## src/rtl/jpeg_pkg.sv

```systemverilog
// rtl/jpeg_pkg.sv - shared mode encodings and lane-slice helper for the pixel packer
package jpeg_pkg;

  localparam logic [1:0] MODE_TC2TC = 2'd0;
  localparam logic [1:0] MODE_SM2TC = 2'd1;
  localparam logic [1:0] MODE_TC2OB = 2'd2;
  localparam logic [1:0] MODE_SM2OB = 2'd3;

  localparam int BUS_MAX_W = 256;

  // Extracts lane idx of width w from a flattened bus, zero-extended to BUS_MAX_W.
  function automatic logic [BUS_MAX_W-1:0] lane_slice(input logic [BUS_MAX_W-1:0] bus,
                                                       input int idx, input int w);
    logic [BUS_MAX_W-1:0] mask;
    mask = {BUS_MAX_W{1'b1}} >> (BUS_MAX_W - w);
    return (bus >> (idx * w)) & mask;
  endfunction

endpackage

```

## src/rtl/sat_lane.sv

```systemverilog
// rtl/sat_lane.sv - combinational per-lane decode (stage 1) and clamp/offset (stage 2)
module sat_lane
  import jpeg_pkg::*;
#(
  parameter int IN_W  = 9,
  parameter int OUT_W = 8
) (
  input  logic [IN_W-1:0]     i_raw,
  input  logic [1:0]          i_dec_mode,
  output logic signed [IN_W:0] o_dec,
  input  logic signed [IN_W:0] i_val,
  input  logic [1:0]          i_clamp_mode,
  output logic [OUT_W-1:0]    o_data,
  output logic                o_sat
);

  logic             w_is_sm;
  logic             w_is_ob;
  logic [IN_W-2:0]  w_mag;
  logic [OUT_W-1:0] w_clamped;
  logic             w_sat;

  assign w_is_sm = (i_dec_mode == MODE_SM2TC) || (i_dec_mode == MODE_SM2OB);
  assign w_is_ob = (i_clamp_mode == MODE_TC2OB) || (i_clamp_mode == MODE_SM2OB);
  assign w_mag   = i_raw[IN_W-2:0];

  // Negating a zero magnitude gives zero, so sign-magnitude -0 needs no special case.
  always_comb begin
    o_dec = '0;
    if (w_is_sm) begin
      if (i_raw[IN_W-1]) o_dec = -$signed({2'b00, w_mag});
      else               o_dec = $signed({2'b00, w_mag});
    end else begin
      o_dec = $signed({i_raw[IN_W-1], i_raw});
    end
  end

  generate
    if (OUT_W >= IN_W) begin : g_wide
      assign w_clamped = OUT_W'(i_val);
      assign w_sat     = 1'b0;
    end else begin : g_narrow
      localparam logic signed [IN_W:0] MAXV = {{(IN_W+2-OUT_W){1'b0}}, {(OUT_W-1){1'b1}}};
      localparam logic signed [IN_W:0] MINV = {{(IN_W+2-OUT_W){1'b1}}, {(OUT_W-1){1'b0}}};
      always_comb begin
        w_clamped = i_val[OUT_W-1:0];
        w_sat     = 1'b0;
        if (i_val > MAXV) begin
          w_clamped = MAXV[OUT_W-1:0];
          w_sat     = 1'b1;
        end else if (i_val < MINV) begin
          w_clamped = MINV[OUT_W-1:0];
          w_sat     = 1'b1;
        end
      end
    end
  endgenerate

  // Offset binary is the clamped two's-complement value with its MSB flipped.
  assign o_data = {w_clamped[OUT_W-1] ^ w_is_ob, w_clamped[OUT_W-2:0]};
  assign o_sat  = w_sat;

endmodule

```

## src/rtl/signed_pack_sat.sv

```systemverilog
// rtl/signed_pack_sat.sv - multi-lane signed coefficient to pixel packer, 2-stage elastic pipe
module signed_pack_sat
  import jpeg_pkg::*;
#(
  parameter int IN_W  = 9,
  parameter int OUT_W = 8,
  parameter int LANES = 2,
  parameter int CNT_W = 16
) (
  input  logic                   clk,
  input  logic                   rst_n,
  input  logic                   in_valid,
  output logic                   in_ready,
  input  logic [1:0]             in_mode,
  input  logic [LANES*IN_W-1:0]  in_data,
  output logic                   out_valid,
  input  logic                   out_ready,
  output logic [LANES*OUT_W-1:0] out_data,
  output logic [LANES-1:0]       out_sat,
  input  logic                   sat_clr,
  output logic [CNT_W-1:0]       sat_cnt
);

  logic                   r_s1_valid;
  logic [1:0]             r_s1_mode;
  logic signed [IN_W:0]   r_s1_val [LANES];
  logic                   r_out_valid;
  logic [LANES*OUT_W-1:0] r_out_data;
  logic [LANES-1:0]       r_out_sat;
  logic [CNT_W-1:0]       r_sat_cnt;

  logic [IN_W-1:0]        w_lane_in [LANES];
  logic signed [IN_W:0]   w_dec [LANES];
  logic [LANES*OUT_W-1:0] w_next_data;
  logic [LANES-1:0]       w_next_sat;
  logic                   w_s2_ready;
  logic                   w_s1_advance;
  logic                   w_out_fire;

  genvar g;
  generate
    for (g = 0; g < LANES; g++) begin : g_lane
      assign w_lane_in[g] = IN_W'(lane_slice(BUS_MAX_W'(in_data), g, IN_W));
      sat_lane #(.IN_W(IN_W), .OUT_W(OUT_W)) u_lane (
        .i_raw        (w_lane_in[g]),
        .i_dec_mode   (in_mode),
        .o_dec        (w_dec[g]),
        .i_val        (r_s1_val[g]),
        .i_clamp_mode (r_s1_mode),
        .o_data       (w_next_data[g*OUT_W +: OUT_W]),
        .o_sat        (w_next_sat[g])
      );
    end
  endgenerate

  assign w_s2_ready   = !r_out_valid || out_ready;
  assign w_s1_advance = r_s1_valid && w_s2_ready;
  assign in_ready     = !r_s1_valid || w_s1_advance;
  assign w_out_fire   = r_out_valid && out_ready;

  always_ff @(posedge clk or negedge rst_n) begin
    if (!rst_n) begin
      r_s1_valid <= 1'b0;
      r_s1_mode  <= '0;
      for (int i = 0; i < LANES; i++) r_s1_val[i] <= '0;
    end else if (in_ready) begin
      r_s1_valid <= in_valid;
      if (in_valid) begin
        r_s1_mode <= in_mode;
        for (int i = 0; i < LANES; i++) r_s1_val[i] <= w_dec[i];
      end
    end
  end

  // Output registers only move when the downstream side can take a new beat.
  always_ff @(posedge clk or negedge rst_n) begin
    if (!rst_n) begin
      r_out_valid <= 1'b0;
      r_out_data  <= '0;
      r_out_sat   <= '0;
    end else if (w_s2_ready) begin
      r_out_valid <= r_s1_valid;
      if (r_s1_valid) begin
        r_out_data <= w_next_data;
        r_out_sat  <= w_next_sat;
      end
    end
  end

  always_ff @(posedge clk or negedge rst_n) begin
    if (!rst_n) begin
      r_sat_cnt <= '0;
    end else if (sat_clr) begin
      r_sat_cnt <= '0;
    end else if (w_out_fire && (|r_out_sat) && (r_sat_cnt != {CNT_W{1'b1}})) begin
      r_sat_cnt <= r_sat_cnt + 1'b1;
    end
  end

  assign out_valid = r_out_valid;
  assign out_data  = r_out_data;
  assign out_sat   = r_out_sat;
  assign sat_cnt   = r_sat_cnt;

endmodule
```

## config.mk

```make
export PLATFORM = sky130hd
export DESIGN_NAME = signed_pack_sat
export DESIGN_NICKNAME = d
export VERILOG_FILES = /design/src/rtl/jpeg_pkg.sv /design/src/rtl/sat_lane.sv /design/src/rtl/signed_pack_sat.sv
export SDC_FILE = /design/constraint.sdc
export NUM_CORES = 1
export LEC_CHECK = 0
export BUFFER_PORTS_ARGS = -buffer_cell sky130_fd_sc_hd__clkbuf_2
export CELL_PAD_IN_SITES_DETAIL_PLACEMENT = 2
export CELL_PAD_IN_SITES_GLOBAL_PLACEMENT = 2
export CORE_UTILIZATION = 37
export CTS_CLUSTER_DIAMETER = 40
export DETAILED_ROUTE_END_ITERATION = 6
export GPL_TIMING_DRIVEN = 0
export PLACE_DENSITY = 0.84
export SYNTH_ARGS = -nofsm -noshare
export SYNTH_HDL_FRONTEND = slang
export SYNTH_HIERARCHICAL = 1
export SYNTH_SLANG_ARGS = --single-unit
```

## constraint.sdc

```tcl
create_clock -name clk -period 2.83 [get_ports clk]
set_input_delay 0.566 -clock clk [delete_from_list [all_inputs] [get_ports clk]]
set_output_delay 0.566 -clock clk [all_outputs]
set_load 0.1 [all_outputs]
```

==> summary.md <==
| Metric | Value |
|---|---|
| Status | `finished, final reports clean` |
| First-pass detailed-route iteration total | `4` |
| Placed Area | `3660 µm²` |
| Clk Latency, worst-skew pair | `0.34 ns` |
| Synth warn | `6` |
| Initial DRC count | `54` |
| Total power | `around 3.3 mW` |
| Hold Worst Slack | `about 0.32 ns` |
| Filler cells | `933` |
| Number of antenna-violating nets in the routed design | `0` |
| Die area | `slightly above 9000 µm²` |
| GPL Wtd Cong | `0.773` |
| Post-CTS setup buffers | `0` |
| Drt via density | `roughly 5.5` |
| Worst Path Arrival | `2.64 ns` |
| H-tree levels | `3` |
| FF-to-FF Start | `sat_cnt[0]` |
| Worst Skew | `a little under 0.01 ns` |
| Max VDD drop | `0.000385 V` |
| Setup WS post-layout | `between 0.4 and 0.5 ns` |
| Io pins | `about 60` |
| Finished Layout Cells | `just over 500` |
| Total vias in the final route | `between 2000 and 3000` |
| Worst-Margin Slew | `around 0.8 ns` |
| Final core occ | `between 40% and 50%` |
| Rel. slew slack | `between 40% and 50%` |
| Area grow syn2layout | `20.3%` |
| Critical Path Start | `sat_cnt[0]` |
| Post-CTS sizing | `0` |
| Max clock buf depth | `2` |
| Final Critical Period | `roughly 2.4 ns` |
| Pleak | `roughly 1.8 nW` |
| Buffers on Ports | `60` |
| Syn avg cell area | `roughly 10 µm²` |
| Die Span X | `95.3 µm` |
| Clock sinks | `57` |
| WL/cell | `between 15 and 20 µm` |
| Core ar. | `8300 µm²` |
| Mapped Area | `between 3000 and 4000 µm²` |
| Layout cells sized above 1 | `34.2%` |
| Hold Path Class | `in -> async` |
| Synth Instances | `around 320` |
| GRT overflow | `0` |
| Row count | `33` |
| Crit Path Category | `reg -> reg` |
| # nets final | `between 400 and 500` |
| Root buf cell | `clkbuf_8` |
| Final Max Slew Viols | `0` |
| Worst setup SP type | `flip-flop` |
| Die span in y | `between 90 and 100 µm` |
| First-pass GRT wire length | `15400 µm` |
| DRC | `0` |
| Fmax | `between 400 and 500 MHz` |
| Hpwl dp | `slightly below 7000 µm` |
| Hold-fix buffer count after cts | `0` |
| Largest net degree at the start of global routing | `58` |
| Antenna violations before repair | `0` |
| Tot GR Track Use | `22.9%` |
| PwrDens | `about 860 nW/µm²` |
| Initial Util | `between 30% and 40%` |
| Synth Net Count | `~350` |
| Final Cycle Share | `a little over four fifths` |
| WL final | `around 9400 µm` |
| Vias in the first global route | `3004` |
| Fin area | `a little under 4000 µm²` |
| Number of CTS-inserted buffers | `9` |
| Setup crit end kind | `flip-flop` |
| Dpl ws | `~0.51 ns` |
| Setup TNS | `0 ns` |
| Max FO, Critical Path | `8` |
| # Max-Cap Violations | `0` |
| CTS clock-pin slew for the worst setup and hold paths | `0.07 ns` |
| Final Hold Fails | `0` |
| Worst EP required | `between 3 and 4 ns` |
| RSZ-0062 raised after global routing | `no` |
| Final setup violation count | `0` |
| Ant diodes | `0` |
| Dpl cells | `about 490` |
| TritonCTS clock tree | `yes` |
[worst paths after layout]
check                                   end  slack [ns]  depth (start not counted)
max in group asynchronous         out_valid        1.92                          1
worst max register to register  sat_cnt[10]        0.45                          6
worst min-delay path            sat_cnt[13]        0.32                          1
worst min register to register  out_data[4]        0.51                          1
worst max-delay path            sat_cnt[10]        0.45                          6
min in group clk                 r_s1_valid        0.49                          2
[power breakdown]
| part | internal, mW | leakage, nW | switching, mW |
|---|---|---|---|
| Combinational | 0.300 | 0.973 | 1.07 |
| Sequential | 0.972 | 0.690 | 0.132 |
| Clock | 0.533 | 0.111 | 0.322 |
| Total | 1.80 | 1.77 | 1.53 |
[critical path, cell delays in order (launching register included)]
cell and delay (ns):
dfrtp_1 0.44, ha_1 0.34, o2111ai_1 0.23, or3_1 0.38, buf_2 0.18, or4_1 0.52
a21oi_1 0.20
[state kept, by name, summed over array words and instances (netlist names)]
| signal | flops |
|---|---|
| out_data | 16 |
| r_s1_mode | 1 |
| out_sat | 2 |
| out_valid | 1 |
| r_s1_val | 20 |
| r_s1_valid | 1 |
| sat_cnt | 16 |
[per-layer routing]
| layer | part of all wire, % | routed length (µm) | vias to the layer above | GRT usage (%) |
|---|---|---|---|---|
| met4 | 2.2 | 206 | 0 | 9.97 |
| met5 | 0 | 0 | - | 0 |
| met2 | 54 | 5090 | 59 | 42.4 |
| met1 | 41 | 3900 | 1404 | 26.0 |
| li1 | - | - | 1287 | - |
| met3 | 2.3 | 219 | 14 | 2.95 |
[cells in the final DEF (no fill, tap or decap), drive strengths merged, types with 4 or more instances in the layout]
cell type / count
dfrtp: 57
nand2: 42
a31oi: 9
mux2: 48
nor2: 36
and3: 4
inv: 12
nand4: 5
or4: 4
nor3: 11
buf: 11
o2bb2ai: 14
nor2b: 6
clkbuf: 77
xor2: 12
a211oi: 5
a21oi: 10
[final cells by class]
type / count / area (µm²) / area share, %
clock inverters: 3 / 65.1 / 1.68
plain buffers: 17 / 80.1 / 2.07
well taps: 105 / 131 / 3.39
inverters: 12 / 45.0 / 1.16
repair buffers: 60 / 303 / 7.81
multi-input cells: 238 / 1670 / 43.1
clock buffers: 11 / 151 / 3.91
flip-flops and latches: 57 / 1430 / 36.8
Power figures use the tool's default switching activity.
